===== src/rtl/pcs_pkg.sv =====
// pcs_pkg: shared constants, types and helpers for the 64b/66b PCS transmit encoder.
//   Sync headers, block type codes, XGMII control characters, 7-bit PCS control codes,
//   TX state / word class enums and the 66-bit block payload struct.
package pcs_pkg;

  localparam int unsigned PCS_DATA_W = 64;
  localparam int unsigned PCS_HEAD_W = 2;

  localparam logic [1:0] SYNC_HEAD_CTRL = 2'b10;
  localparam logic [1:0] SYNC_HEAD_DATA = 2'b01;

  localparam logic [7:0] BLOCK_TYPE_CTRL  = 8'h1e;
  localparam logic [7:0] BLOCK_TYPE_S0    = 8'h78;
  localparam logic [7:0] BLOCK_TYPE_S4    = 8'h33;
  localparam logic [7:0] BLOCK_TYPE_OS0   = 8'h4b;
  localparam logic [7:0] BLOCK_TYPE_OS4   = 8'h2d;
  localparam logic [7:0] BLOCK_TYPE_OS_OS = 8'h55;
  localparam logic [7:0] BLOCK_TYPE_T0    = 8'h87;
  localparam logic [7:0] BLOCK_TYPE_T1    = 8'h99;
  localparam logic [7:0] BLOCK_TYPE_T2    = 8'haa;
  localparam logic [7:0] BLOCK_TYPE_T3    = 8'hb4;
  localparam logic [7:0] BLOCK_TYPE_T4    = 8'hcc;
  localparam logic [7:0] BLOCK_TYPE_T5    = 8'hd2;
  localparam logic [7:0] BLOCK_TYPE_T6    = 8'he1;
  localparam logic [7:0] BLOCK_TYPE_T7    = 8'hff;

  localparam logic [7:0] XGMII_CTRL_IDLE  = 8'h07;
  localparam logic [7:0] XGMII_CTRL_START = 8'hfb;
  localparam logic [7:0] XGMII_CTRL_TERM  = 8'hfd;
  localparam logic [7:0] XGMII_CTRL_ERR   = 8'hfe;
  localparam logic [7:0] XGMII_CTRL_ORD   = 8'h9c;

  localparam logic [6:0] PCS_CTRL_IDLE = 7'h00;
  localparam logic [6:0] PCS_CTRL_ERR  = 7'h1e;
  localparam logic [3:0] PCS_ORD_SEQ   = 4'h0;

  // Error block payload: control type with every lane carrying the error code
  localparam logic [63:0] EBLOCK_DATA = {{8{PCS_CTRL_ERR}}, BLOCK_TYPE_CTRL};

  typedef enum logic [2:0] {TX_INIT, TX_C, TX_D, TX_T, TX_E} tx_state_e;
  typedef enum logic [2:0] {CLS_C, CLS_S, CLS_D, CLS_T, CLS_E} word_class_e;

  typedef struct packed {
    logic [PCS_HEAD_W-1:0] head;
    logic [PCS_DATA_W-1:0] data;
  } pcs_block_t;

  // Terminate block type for the lane holding /T/
  function automatic logic [7:0] term_type(input logic [2:0] k);
    case (k)
      3'd0:    return BLOCK_TYPE_T0;
      3'd1:    return BLOCK_TYPE_T1;
      3'd2:    return BLOCK_TYPE_T2;
      3'd3:    return BLOCK_TYPE_T3;
      3'd4:    return BLOCK_TYPE_T4;
      3'd5:    return BLOCK_TYPE_T5;
      3'd6:    return BLOCK_TYPE_T6;
      default: return BLOCK_TYPE_T7;
    endcase
  endfunction

  // XGMII idle/error character to its 7-bit PCS control code
  function automatic logic [6:0] ctrl_code(input logic [7:0] ch);
    return (ch == XGMII_CTRL_ERR) ? PCS_CTRL_ERR : PCS_CTRL_IDLE;
  endfunction

endpackage


===== src/rtl/xgmii_enc_tx_if.sv =====
// xgmii_enc_tx_if: XGMII input word plus 66-bit block output bundle of the TX encoder.
//   xgmii_txd_i/xgmii_txc_i/ready_i flow into the encoder, xgmii_ready_o/valid_o/head_o/data_o out.
//   master: traffic source/sink side, slave: encoder side.
interface xgmii_enc_tx_if #(
  parameter int unsigned DATA_W = 64,
  parameter int unsigned HEAD_W = 2
);
  logic [DATA_W-1:0] xgmii_txd_i;
  logic [7:0]        xgmii_txc_i;
  logic              ready_i;
  logic              xgmii_ready_o;
  logic              valid_o;
  logic [HEAD_W-1:0] head_o;
  logic [DATA_W-1:0] data_o;

  modport master (
    output xgmii_txd_i, xgmii_txc_i, ready_i,
    input  xgmii_ready_o, valid_o, head_o, data_o
  );

  modport slave (
    input  xgmii_txd_i, xgmii_txc_i, ready_i,
    output xgmii_ready_o, valid_o, head_o, data_o
  );
endinterface


===== src/rtl/xgmii_enc_classify.sv =====
// xgmii_enc_classify: combinational classifier/encoder for one XGMII word.
//   txd    in  64  XGMII data, lane n = [8n+7:8n]
//   txc    in  8   XGMII control flags
//   cls_c  out     word class C/S/D/T/E
//   block_c out    encoded 66-bit block (EBLOCK for class E)
// Ordered sets are encoded only when XGMII_ENC_ORD_SET_EN is defined.
module xgmii_enc_classify
  import pcs_pkg::*;
#(
  parameter bit IS_40G = 1'b1
) (
  input  logic [63:0] txd,
  input  logic [7:0]  txc,
  output word_class_e cls_c,
  output pcs_block_t  block_c
);

  logic [7:0][7:0] lane;
  logic [7:0]      ie;        // lane is a control idle or error char
  logic [2:0]      term_k;    // first control lane
  logic            upper_ok;
  logic            term_ok;
  logic            all_ctrl;
  logic            s0;
  logic            s4;
  logic [63:0]     c_data;
  logic [63:0]     t_data;
`ifdef XGMII_ENC_ORD_SET_EN
  logic            os0;
  logic            os4;
  logic            os_os;
`endif

  assign lane = txd;

  // Per-lane decode, terminate search and control/terminate payloads
  always_comb begin
    ie       = '0;
    term_k   = 3'd7;
    upper_ok = 1'b1;
    c_data   = '0;
    t_data   = '0;
    for (int i = 0; i < 8; i++) begin
      ie[i] = txc[i] && (lane[i] == XGMII_CTRL_IDLE || lane[i] == XGMII_CTRL_ERR);
      c_data[7*i+8 +: 7] = ctrl_code(lane[i]);
    end
    c_data[7:0] = BLOCK_TYPE_CTRL;
    for (int i = 7; i >= 0; i--) begin
      if (txc[i]) term_k = 3'(i);
    end
    for (int i = 0; i < 8; i++) begin
      if (i > int'(term_k) && !ie[i]) upper_ok = 1'b0;
    end
    t_data[7:0] = term_type(term_k);
    for (int i = 0; i < 7; i++) begin
      if (i < int'(term_k)) t_data[8*i+8 +: 8] = lane[i];
    end
    for (int i = 1; i < 8; i++) begin
      if (i > int'(term_k)) t_data[7*i+8 +: 7] = ctrl_code(lane[i]);
    end
  end

  assign term_ok  = (txc != 8'h00) && (lane[term_k] == XGMII_CTRL_TERM) && upper_ok;
  assign all_ctrl = (txc == 8'hff) && (&ie);
  assign s0       = (txc == 8'h01) && (lane[0] == XGMII_CTRL_START);
  assign s4       = !IS_40G && (txc == 8'h1f) && (&ie[3:0]) && (lane[4] == XGMII_CTRL_START);
`ifdef XGMII_ENC_ORD_SET_EN
  assign os0   = (txc == 8'hf1) && (lane[0] == XGMII_CTRL_ORD) && (&ie[7:4]);
  assign os4   = !IS_40G && (txc == 8'h1f) && (&ie[3:0]) && (lane[4] == XGMII_CTRL_ORD);
  assign os_os = !IS_40G && (txc == 8'h11) && (lane[0] == XGMII_CTRL_ORD) &&
                 (lane[4] == XGMII_CTRL_ORD);
`endif

  // Class priority and block selection
  always_comb begin
    cls_c        = CLS_E;
    block_c.head = SYNC_HEAD_CTRL;
    block_c.data = EBLOCK_DATA;
    if (txc == 8'h00) begin
      cls_c        = CLS_D;
      block_c.head = SYNC_HEAD_DATA;
      block_c.data = txd;
    end else if (all_ctrl) begin
      cls_c        = CLS_C;
      block_c.data = c_data;
    end else if (s0) begin
      cls_c        = CLS_S;
      block_c.data = {txd[63:8], BLOCK_TYPE_S0};
    end else if (s4) begin
      cls_c        = CLS_S;
      block_c.data = {txd[63:40], 4'h0, c_data[35:8], BLOCK_TYPE_S4};
    end else if (term_ok) begin
      cls_c        = CLS_T;
      block_c.data = t_data;
    end
`ifdef XGMII_ENC_ORD_SET_EN
    else if (os0) begin
      cls_c        = CLS_C;
      block_c.data = {c_data[63:36], PCS_ORD_SEQ, txd[31:8], BLOCK_TYPE_OS0};
    end else if (os4) begin
      cls_c        = CLS_C;
      block_c.data = {txd[63:40], PCS_ORD_SEQ, c_data[35:8], BLOCK_TYPE_OS4};
    end else if (os_os) begin
      cls_c        = CLS_C;
      block_c.data = {txd[63:40], PCS_ORD_SEQ, PCS_ORD_SEQ, txd[31:8], BLOCK_TYPE_OS_OS};
    end
`endif
  end

endmodule


===== src/rtl/xgmii_enc_tx.sv =====
// xgmii_enc_tx: 64b/66b PCS transmit encoder with the TX state machine.
//   clk    in   single clock
//   reset  in   asynchronous reset, active high
//   bus    slave modport of xgmii_enc_tx_if:
//            xgmii_txd_i/xgmii_txc_i  XGMII word, ready_i downstream accept,
//            xgmii_ready_o = ready_i, valid_o/head_o/data_o registered 66-bit block.
// Optional feature macro: XGMII_ENC_ORD_SET_EN enables ordered-set encoding (in the classifier).
module xgmii_enc_tx
  import pcs_pkg::*;
#(
  parameter bit          IS_40G = 1'b1,
  parameter int unsigned DATA_W = 64,
  parameter int unsigned HEAD_W = 2
) (
  input logic         clk,
  input logic         reset,
  xgmii_enc_tx_if.slave bus
);

  localparam logic [2:0] ST_INIT = 3'(TX_INIT);
  localparam logic [2:0] ST_C    = 3'(TX_C);
  localparam logic [2:0] ST_D    = 3'(TX_D);
  localparam logic [2:0] ST_T    = 3'(TX_T);
  localparam logic [2:0] ST_E    = 3'(TX_E);

  word_class_e       cls_c;
  pcs_block_t        block_c;
  logic              legal_c;
  logic [2:0]        state_q, state_d;
  logic              valid_q, valid_d;
  logic [HEAD_W-1:0] head_q, head_d;
  logic [DATA_W-1:0] data_q, data_d;

  xgmii_enc_classify #(.IS_40G(IS_40G)) u_classify (
    .txd     (bus.xgmii_txd_i),
    .txc     (bus.xgmii_txc_i),
    .cls_c   (cls_c),
    .block_c (block_c)
  );

  // Next state and next block; everything holds while ready_i is low
  always_comb begin
    state_d = state_q;
    valid_d = valid_q;
    head_d  = head_q;
    data_d  = data_q;
    legal_c = 1'b0;
    if (bus.ready_i) begin
      valid_d = 1'b1;
      state_d = ST_E;
      case (state_q)
        ST_D: begin
          if (cls_c == CLS_D) begin
            state_d = ST_D; legal_c = 1'b1;
          end else if (cls_c == CLS_T) begin
            state_d = ST_T; legal_c = 1'b1;
          end
        end
        ST_E: begin
          if (cls_c == CLS_C) begin
            state_d = ST_C; legal_c = 1'b1;
          end else if (cls_c == CLS_D) begin
            state_d = ST_D; legal_c = 1'b1;
          end else if (cls_c == CLS_T) begin
            state_d = ST_T; legal_c = 1'b1;
          end
        end
        default: begin  // INIT, C and T share one transition row
          if (cls_c == CLS_C) begin
            state_d = ST_C; legal_c = 1'b1;
          end else if (cls_c == CLS_S) begin
            state_d = ST_D; legal_c = 1'b1;
          end
        end
      endcase
      head_d = legal_c ? HEAD_W'(block_c.head) : HEAD_W'(SYNC_HEAD_CTRL);
      data_d = legal_c ? DATA_W'(block_c.data) : DATA_W'(EBLOCK_DATA);
    end
  end

  // State and output registers
  always_ff @(posedge clk or posedge reset) begin
    if (reset) begin
      state_q <= ST_INIT;
      valid_q <= 1'b0;
      head_q  <= HEAD_W'(SYNC_HEAD_CTRL);
      data_q  <= DATA_W'(EBLOCK_DATA);
    end else begin
      state_q <= state_d;
      valid_q <= valid_d;
      head_q  <= head_d;
      data_q  <= data_d;
    end
  end

  assign bus.xgmii_ready_o = bus.ready_i;
  assign bus.valid_o       = valid_q;
  assign bus.head_o        = head_q;
  assign bus.data_o        = data_q;

endmodule


===== src/flat_wrapper.sv =====
// flat-port wrapper written by rule: the top's interface ports become plain ports
module xgmii_enc_tx_flat import pcs_pkg::*;
#(
  parameter bit          IS_40G = 1'b1,
  parameter int unsigned DATA_W = 64,
  parameter int unsigned HEAD_W = 2
)
  (clk, reset, bus_xgmii_txd_i, bus_xgmii_txc_i, bus_ready_i, bus_xgmii_ready_o, bus_valid_o, bus_head_o, bus_data_o);
  xgmii_enc_tx_if #(.DATA_W(DATA_W), .HEAD_W(HEAD_W)) bus_i ();
  input logic clk;
  input logic reset;
  input wire logic [$bits(bus_i.xgmii_txd_i)-1:0] bus_xgmii_txd_i;
  input wire logic [$bits(bus_i.xgmii_txc_i)-1:0] bus_xgmii_txc_i;
  input wire logic [$bits(bus_i.ready_i)-1:0] bus_ready_i;
  output wire logic [$bits(bus_i.xgmii_ready_o)-1:0] bus_xgmii_ready_o;
  output wire logic [$bits(bus_i.valid_o)-1:0] bus_valid_o;
  output wire logic [$bits(bus_i.head_o)-1:0] bus_head_o;
  output wire logic [$bits(bus_i.data_o)-1:0] bus_data_o;
  assign bus_i.xgmii_txd_i = bus_xgmii_txd_i;
  assign bus_i.xgmii_txc_i = bus_xgmii_txc_i;
  assign bus_i.ready_i = bus_ready_i;
  assign bus_xgmii_ready_o = bus_i.xgmii_ready_o;
  assign bus_valid_o = bus_i.valid_o;
  assign bus_head_o = bus_i.head_o;
  assign bus_data_o = bus_i.data_o;
  xgmii_enc_tx #(.IS_40G(IS_40G), .DATA_W(DATA_W), .HEAD_W(HEAD_W)) u_core (.clk(clk), .reset(reset), .bus(bus_i));
endmodule

===== config.mk =====
export PLATFORM = sky130hd
export DESIGN_NAME = xgmii_enc_tx_flat
export DESIGN_NICKNAME = d
export VERILOG_FILES = /design/src/rtl/pcs_pkg.sv /design/src/rtl/xgmii_enc_tx_if.sv /design/src/rtl/xgmii_enc_classify.sv /design/src/rtl/xgmii_enc_tx.sv /design/src/flat_wrapper.sv
export SDC_FILE = /design/constraint.sdc
export NUM_CORES = 1
export LEC_CHECK = 0
export CORE_ASPECT_RATIO = 0.6
export CORE_MARGIN = 8
export CORE_UTILIZATION = 49
export CTS_BUF_LIST = sky130_fd_sc_hd__clkbuf_4
export DETAILED_ROUTE_END_ITERATION = 16
export PLACE_DENSITY = 0.92
export SYNTH_ARGS = -nofsm -noshare
export SYNTH_HDL_FRONTEND = slang
export SYNTH_SLANG_ARGS = --single-unit

===== constraint.sdc =====
create_clock -name clk -period 2.88 [get_ports clk]
set_clock_uncertainty 0.05 [all_clocks]
set_input_delay 0.576 -clock clk [delete_from_list [all_inputs] [get_ports clk]]
set_output_delay 0.576 -clock clk [all_outputs]
set_load 0.01 [all_outputs]

==> results of run 1 <==
[kinds of logic after synthesis]
group | after synthesis
XOR/XNOR | 1
flip-flops | 70
multiplexers | 1
AO/OA/AOI/OAI | 211
AND/OR/NAND/NOR | 199
adder cells (fa/ha/maj) | 4
buffers and inverters | 54
[layer usage]
layer	global-route usage	overflow
met1	0.802	0
met2	0.838	8
met3	0.767	0
met4	0.721	8
met5	0.477	0
[metrics by stage]
step / TNS [ns] / setup slack, ns / instance area (sq um) / utilization
CTS: -8.46 / -0.220 / 8180 / 0.849
detailed placement: -60.46 / -0.936 / 7550 / 0.784
global placement: -55.78 / -0.860 / 7550 / 0.784
floorplan: -24.04 / -0.443 / 4850 / -
[repair_timing]
item                                    4_1_cts
pin swaps                                    33
cloned                                        6
endpoints found under the setup margin       69
setup buffers                                13
gates resized for setup                     105
==> results.sh, run 1 <==
export IMPL_status="stopped before the end"
export IMPL_lastStage="5_1_grt"
export IMPL_error="[ERROR GRT-0232] Routing congestion too high. Check the congestion heatmap in the GUI."
export IMPL_synth_common_cells="60 x nand2_1, 40 x a21oi_1, 37 x dfstp_2"
export IMPL_hold_buffers=0
export IMPL_synth_xor_area_frac=0.00184
export IMPL_post_dp_hpwl_um=17700
export IMPL_netlist_instances=540
export IMPL_synthesis_nets=619
export IMPL_synth_avg_cell_area_sq_um=8.81
export IMPL_yosysTopAreaCell="dfstp_2"
export IMPL_synthArstFlopShare=1.00
export IMPL_synth_top_family_by_area="compound AO/OA/AOI/OAI gates"
export IMPL_synth_simple_area_share=0.221
export IMPL_h_tree_depth=3
export IMPL_seq_area_frac_synth=0.378
export IMPL_worstEndpointType="register input"
export IMPL_ys_ff_latch=70
export IMPL_dpl_cell_count=950
export IMPL_crit_endpoint="u_core.bus.data_o[37]$_DFFE_PP1P_/D"
export IMPL_gp_congestion=1.13
export IMPL_num_rows=28
export IMPL_synth_compound_area_share=0.333
export IMPL_yosys_warnings=0
export IMPL_ios=143
export IMPL_synth_flop_cell="dfstp_2"
export IMPL_yosysMostFrequentCell="nand2_1"
export IMPL_syn_area_sq_mm=0.00476
export IMPL_antenna_found_initial=6
export IMPL_synth_area_leaders="dfstp_2 20%, dfrtp_1 17%, o32a_1 5.3%"
export IMPL_synth_top_area_frac=0.204
export IMPL_synthDistinctLibCells=67
export IMPL_cts_inserted_buffers=9
export IMPL_die_y_um=92.3
export IMPL_die_w_um=143
export IMPL_grt_use_total=0.785
export IMPL_clockBufferDepth=2
export IMPL_initial_core_util=0.494
export IMPL_clock_sinks=70
export IMPL_synthAdderAreaFrac=0.0105
export IMPL_root_buffer="clkbuf_4"
export IMPL_overflow=16
export IMPL_synth_edf_count=0
export IMPL_portBuffers=142
export IMPL_muxShareOfSynthArea=0.00237
export IMPL_grt_start_max_net_pins=42
==> inputs of run 2 (changes only) <==
--- a/config.mk
+++ b/config.mk
@@ -5,12 +5,10 @@
 export SDC_FILE = /design/constraint.sdc
 export NUM_CORES = 1
 export LEC_CHECK = 0
-export CORE_ASPECT_RATIO = 0.6
 export CORE_MARGIN = 8
-export CORE_UTILIZATION = 49
-export CTS_BUF_LIST = sky130_fd_sc_hd__clkbuf_4
+export CORE_UTILIZATION = 40
 export DETAILED_ROUTE_END_ITERATION = 16
-export PLACE_DENSITY = 0.92
+export PLACE_DENSITY_LB_ADDON = 0.15
 export SYNTH_ARGS = -nofsm -noshare
 export SYNTH_HDL_FRONTEND = slang
 export SYNTH_SLANG_ARGS = --single-unit
==> run 2 against run 1 <==
Effect of this change: synthesized cell count unchanged; area after synthesis unchanged; the flow now finishes, with violations (setup timing).
==> results.sh, run 2 <==
export IMPL_drc=0
export IMPL_fillers=865
export IMPL_die_y_um=125
export IMPL_num_vias=6266
export IMPL_drive_gt1_frac=0.398
export IMPL_setup_ws_ns=-0.327
export IMPL_violations="setup timing"
export IMPL_die_area_sq_mm=0.0156
export IMPL_yosys_warnings=0
export IMPL_startpoint_type="input pin"
export IMPL_grt_use_total=0.291
export IMPL_netlist_instances=540
export IMPL_hold_path_cell_count=1
export IMPL_r2r_start="u_core.state_q[1]"
export IMPL_status="finished, violations left"
export IMPL_synth_flop_cell="dfstp_2"
export IMPL_critical_path_endpoint_type="flip-flop"
export IMPL_fin_crit_sh=1.11
export IMPL_via_per_inst=6.12
export IMPL_power_per_cell_area_mw_per_mm2=392
export IMPL_worst_path_buf_inv=3
export IMPL_drt_wl_total_um=23800
export IMPL_final_hold_viol_count=0
export IMPL_setup_violations_final=69
export IMPL_cp_slowest_stage_delay_ns=0.55
export IMPL_h_tree_depth=3
export IMPL_dpl_cell_count=982
export IMPL_synth_avg_cell_area_sq_um=8.81
export IMPL_layout_common_cells="185 x buf_4, 95 x clkdlybuf4s50_1, 60 x nand2_1"
export IMPL_areaGrowthSynthToFinish_pct=84.9
export IMPL_fin_crit_ns=3.21
export IMPL_critPathTopFamily="simple AND/OR/NAND/NOR gates"
export IMPL_timing_fmax_ghz=0.312
export IMPL_wl_per_cell_um=23.3
export IMPL_finalNonFillerCells=1024
export IMPL_synthDistinctLibCells=67
export IMPL_peakVddDrop_mv=0.421
export IMPL_synth_common_cells="60 x nand2_1, 40 x a21oi_1, 37 x dfstp_2"
export IMPL_die_w_um=125
export IMPL_synth_edf_count=0
export IMPL_min_path_type="reg -> reg"
export IMPL_post_dp_hpwl_um=17800
export IMPL_ys_ff_latch=70
export IMPL_rrSetupSlack_ns=0.89
export IMPL_antenna_found_initial=0
export IMPL_synthesis_nets=619
export IMPL_ff2ff_path_depth=8
export IMPL_clock_sinks=70
export IMPL_crit_cells=11
export IMPL_crit_path_top_delay_cell="or4_4"
export IMPL_portBuffers=142
export IMPL_cts_inserted_buffers=9
export IMPL_cts_tree="built"
export IMPL_yosysTopAreaCell="dfstp_2"
export IMPL_path_clk_slew_ns=0.06
export IMPL_drtPass1Iterations=6
export IMPL_num_rows=40
export IMPL_placed_area_sq_mm=0.00772
export IMPL_overflow=0
export IMPL_critPathRequiredTime_ns=3.11
export IMPL_clockBufferDepth=2
export IMPL_core_area_sq_mm=0.0118
export IMPL_r2r_end="u_core.bus.data_o[63]"
export IMPL_gp_congestion=0.960
export IMPL_grt_start_max_net_pins=28
export IMPL_finalInstanceArea_sq_mm=0.00880
export IMPL_finalMaxSlewViolations=0
export IMPL_hold_start="u_core.bus.valid_o"
export IMPL_syn_area_sq_mm=0.00476
export IMPL_yosysMostFrequentCell="nand2_1"
export IMPL_root_buffer="clkbuf_16"
export IMPL_synth_top_area_frac=0.204
export IMPL_postRouteAntennaNets=0
export IMPL_synth_area_leaders="dfstp_2 20%, dfrtp_1 17%, o32a_1 5.3%"
export IMPL_hold_path_endpoint="u_core.bus.valid_o"
export IMPL_cp_arrival_ns=3.43
export IMPL_grt_pass1_wl_um=35800
export IMPL_antennaDiodeCount=0
export IMPL_relSlewSlack=0.502
export IMPL_power_uw=3450
export IMPL_seq_area_frac_synth=0.378
export IMPL_seqCellArea_sq_mm=0.00180
export IMPL_path_max_fanout=9
export IMPL_final_nets=951
export IMPL_finalCoreUtilization=0.745
export IMPL_path_class="in -> reg"
export IMPL_largest_register_ffs=64
export IMPL_synthArstFlopShare=1.00
export IMPL_clk_insertion_delay_late_ns=0.35
export IMPL_first_iter_violations=559
export IMPL_worst_pin_slew_ns=0.742
export IMPL_multi_input_area_sq_mm=0.00310
export IMPL_ios=143
export IMPL_crit_chain="dlygate4sd2_1, nor4_1, and4b_1, o211ai_1, or3_1, or4_4, nand2b_4, o311ai_4, buf_6, buf_16, o32a_1"
export IMPL_grt_pass1_vias=6233
export IMPL_layout_commonest_cell="buf_4"
export IMPL_cap_violations=0
export IMPL_initial_core_util=0.403
export IMPL_rsz0062_at_grt="true"
export IMPL_p_leak_uw=0.00363
## run 2: cell counts after synthesis
Identical to the previous run, type by type.
## run 2: cell type report
type                            instances  share of cell area
Timing Repair Buffer                  360               0.379
Multi-Input combinational cell        416               0.353
Sequential cell                        70               0.204
Clock buffer                            9              0.0256
Tap cell                              147              0.0209
Clock inverter                          7              0.0111
Inverter                               15             0.00640
## run 2: per-layer routing
layer,global-route usage,share of wire
met1,0.387,0.43
met2,0.460,0.47
met4,0.0888,0.020
met3,0.0629,0.080
met5,0,0
## run 2: cells by family after synthesis
logic type / Yosys count / share of synthesized area
AO/OA/AOI/OAI: 211 / 0.333
XOR/XNOR: 1 / 0.00184
AND/OR/NAND/NOR: 199 / 0.221
multiplexers: 1 / 0.00237
adder cells (fa/ha/maj): 4 / 0.0105
buffers and inverters: 54 / 0.0529
flip-flops: 70 / 0.378
## run 2: timing repair
| action | CTS | global route |
|---|---|---|
| pin swaps | 39 | 51 |
| buffers inserted | 12 | 12 |
| hold buffers | 0 | 0 |
| resized for setup | 95 | 83 |
| cloned | 6 | 3 |
| endpoints found under the setup margin | 69 | 69 |
## run 2: power breakdown
part	switching (uW)	leakage, uW	internal, uW
combinational	565	0.00264	607
clock	472	0.000152	761
sequential	31.7	0.000837	1010
total	1070	0.00363	2380
## run 2: stage by stage
| stage | setup slack (ns) | hold slack (ns) | setup TNS, ns |
|---|---|---|---|
| 6_report | -0.327 | 0.426 | -16.59 |
| 5_1_grt | -0.461 | 0.437 | -25.83 |
| 4_1_cts | -0.382 | 0.423 | -18.70 |
| 3_5_place_dp | -0.984 | 0.408 | -60.22 |
| 3_3_place_gp | -0.925 | 0.400 | -56.81 |
| 2_1_floorplan | -0.443 | 0.441 | -24.04 |
## run 2: how the worst max path moves through the flow
stage | from | end
2_1_floorplan | bus_xgmii_txc_i[0] | u_core.bus.data_o[37]
4_1_cts | bus_xgmii_txd_i[45] | u_core.bus.data_o[51]
3_5_place_dp | bus_xgmii_txd_i[43] | u_core.bus.data_o[62]
3_3_place_gp | bus_xgmii_txc_i[3] | u_core.bus.data_o[51]
5_1_grt | bus_xgmii_txd_i[53] | u_core.bus.data_o[40]
6_report | bus_xgmii_txd_i[53] | u_core.bus.data_o[39]
## run 2: worst register-to-register path, stage by stage, from the launching register on
cell	delay [ns]
dfrtp_1	0.40
inv_1	0.11
nor3_1	0.35
a21oi_4	0.07
o311ai_4	0.38
buf_6	0.21
buf_16	0.13
buf_4	0.13
o2bb2ai_2	0.05
No activity file was read; power rests on OpenSTA's default activity.
==> inputs of run 3 (changes only) <==
--- a/config.mk
+++ b/config.mk
@@ -8,7 +8,7 @@
 export CORE_MARGIN = 8
 export CORE_UTILIZATION = 40
 export DETAILED_ROUTE_END_ITERATION = 16
-export PLACE_DENSITY_LB_ADDON = 0.15
+export PLACE_DENSITY = 0.73
 export SYNTH_ARGS = -nofsm -noshare
 export SYNTH_HDL_FRONTEND = slang
 export SYNTH_SLANG_ARGS = --single-unit
==> constraint.sdc (replaced) <==
create_clock -name clk -period 2.88 [get_ports clk]
set_clock_uncertainty 0.05 [all_clocks]
set_input_delay 0.576 -clock clk [delete_from_list [all_inputs] [get_ports clk]]
set_output_delay 0.576 -clock clk [all_outputs]
set_load 0.1 [all_outputs]
==> run 3 against run 2 <==
Effect of this change: die area unchanged; sequential share of layout area grew 0.72 points; first-iteration DRC count increased by 14%; highest routed layer unchanged; the flow still finishes with violations (setup timing); critical path depth is the same; power down 0.82%; register-to-register slack about the same; non-clock buffer count is 11 lower; critical path type unchanged; sequential power about the same; core utilization decreased by 2.5 points; combinational power rose by 9%.
==> results.sh, run 3 (synthesized netlist as in run 2, its figures left out) <==
export IMPL_gp_congestion=0.943
export IMPL_layout_common_cells="241 x buf_4, 59 x nand2_1, 39 x a21oi_1"
export IMPL_cts_tree="built"
export IMPL_sw_frac_of_total=0.326
export IMPL_pwr_share_clk=0.325
export IMPL_wl_per_cell_um=23.2
export IMPL_drtPass1Iterations=5
export IMPL_p_int_uw=2300
export IMPL_fin_crit_sh=1.11
export IMPL_num_vias=6259
export IMPL_final_nets=940
export IMPL_grt_start_max_net_pins=45
export IMPL_via_per_inst=6.18
export IMPL_h_tree_depth=3
export IMPL_cap_violations=0
export IMPL_pre_cts_ws_ns=-0.937
export IMPL_power_per_cell_area_mw_per_mm2=402
export IMPL_tns_ns=-18.02
export IMPL_switching_power_uw=1110
export IMPL_areaGrowthSynthToFinish_pct=78.6
export IMPL_drc=0
export IMPL_largest_register_ffs=64
export IMPL_crit_start="bus_xgmii_txd_i[45]"
export IMPL_status="finished, violations left"
export IMPL_finalMaxSlewViolations=0
export IMPL_critPathRequiredTime_ns=3.10
export IMPL_violations="setup timing"
export IMPL_drive_gt1_frac=0.477
export IMPL_r2r_end="u_core.bus.data_o[37]"
export IMPL_grt_pass1_vias=6305
export IMPL_ios=143
export IMPL_layout_commonest_cell="buf_4"
export IMPL_initial_core_util=0.403
export IMPL_clock_sinks=70
export IMPL_postRouteAntennaNets=0
export IMPL_rrSetupSlack_ns=0.88
export IMPL_pwr_share_seq=0.305
export IMPL_setup_violations_final=69
export IMPL_timing_fmax_ghz=0.312
export IMPL_r2r_start="u_core.state_q[2]"
export IMPL_num_rows=40
export IMPL_critical_path_endpoint_type="flip-flop"
export IMPL_portBuffers=142
export IMPL_clk_insertion_delay_late_ns=0.34
export IMPL_path_max_fanout=5
export IMPL_worst_pin_slew_ns=0.654
export IMPL_clockBufferDepth=2
export IMPL_ff2ff_path_depth=7
export IMPL_post_dp_hpwl_um=17800
export IMPL_path_clk_slew_ns=0.06
export IMPL_cp_endpoint="u_core.bus.data_o[37]"
export IMPL_final_hold_viol_count=0
export IMPL_cts_inserted_buffers=9
export IMPL_rsz0062_at_grt="true"
export IMPL_startpoint_type="input pin"
export IMPL_min_path_type="reg -> reg"
export IMPL_antennaDiodeCount=0
export IMPL_setup_ws_ns=-0.324
export IMPL_fin_crit_ns=3.20
export IMPL_overflow=0
export IMPL_die_y_um=125
export IMPL_core_area_sq_mm=0.0118
export IMPL_antenna_found_initial=0
export IMPL_peakVddDrop_mv=0.437
export IMPL_grt_use_total=0.293
export IMPL_power_uw=3420
export IMPL_relSlewSlack=0.564
export IMPL_die_w_um=125
export IMPL_first_iter_violations=635
export IMPL_path_class="in -> reg"
export IMPL_p_leak_uw=0.00348
export IMPL_root_buffer="clkbuf_16"
export IMPL_fillers=937
export IMPL_grt_pass1_wl_um=36000
export IMPL_cp_arrival_ns=3.42
export IMPL_combPwrFrac=0.371
export IMPL_drt_wl_total_um=23500
export IMPL_die_area_sq_mm=0.0156
[run 3: cell types whose count changed in the layout (fill, tap and decap cells not counted), sizes merged]
cell | before | now
buf | 223 | 289
clkdlybuf4s50 | 95 | 30
dlymetal6s2s | 25 | 4
dlygate4sd2 | 7 | 18
clkinv | 5 | 8
clkinvlp | 2 | 0
bufinv | 2 | 1
clkdlybuf4s15 | 4 | 3
inv | 13 | 12
[run 3: final cells by class]
class,instances,area [sq um],share of cell area
inverters,15,56.3,0.00663
flip-flops and latches,70,1800,0.212
well taps,147,184,0.0216
clock inverters,6,62.6,0.00736
repair buffers,349,3020,0.355
clock buffers,10,229,0.0270
multi-input cells,416,3150,0.371
[run 3: per-stage QoR]
stage               area [sq um]  hold slack (ns)   util  cells
finish                      8500            0.425  0.719   1013
global route                8500            0.455  0.719   1013
CTS                         8320            0.429  0.704   1008
detailed placement          7430            0.405  0.629    964
global placement            7430            0.405  0.629    964
floorplan                   4850            0.532      -    540
[run 3: how the worst min path moves through the flow]
stage | from | end | slack, ns | cells past startpoint
3_3_place_gp | u_core.bus.valid_o | u_core.bus.valid_o | 0.41 | 1
5_1_grt | u_core.bus.data_o[8] | u_core.bus.data_o[8] | 0.45 | 1
2_1_floorplan | u_core.state_q[2] | u_core.state_q[2] | 0.53 | 1
4_1_cts | u_core.bus.valid_o | u_core.bus.valid_o | 0.43 | 1
6_report | u_core.bus.valid_o | u_core.bus.valid_o | 0.43 | 1
3_5_place_dp | u_core.bus.valid_o | u_core.bus.valid_o | 0.40 | 1
[run 3: worst max-delay path, cell delays in order]
cell and delay, ns:
buf_6 0.09, or4b_4 0.54, nor3_4 0.13, o2111ai_2 0.14, or4_1 0.55, or4_4 0.47, nand2b_4 0.11, o311ai_4 0.15
buf_12 0.21, buf_12 0.13, o32a_1 0.32
[run 3: power by group through the flow]
stage | clock [uW] | sequential, uW | combinational, uW
2_1_floorplan | 0 | 1110 | 351
6_report | 1110 | 1040 | 1270
5_1_grt | 1150 | 1050 | 1310
3_5_place_dp | 0 | 1050 | 847
4_1_cts | 1120 | 1040 | 1200
3_3_place_gp | 0 | 1050 | 834
[run 3: metal layers]
layer | vias to the layer above | wire [um] | GRT usage
met5 | - | 0 | 0
met4 | 0 | 536 | 0.101
met3 | 51 | 1980 | 0.0807
met2 | 307 | 10900 | 0.461
met1 | 3099 | 10100 | 0.378
li1 | 2802 | - | -
[run 3: repair_timing]
| item | CTS | global route |
|---|---|---|
| setup endpoints to repair | 69 | 69 |
| cloned | 6 | 0 |
| hold buffers | 0 | 0 |
| pin swaps | 49 | 35 |
| buffers inserted | 23 | 8 |
| gates resized for setup | 162 | 39 |
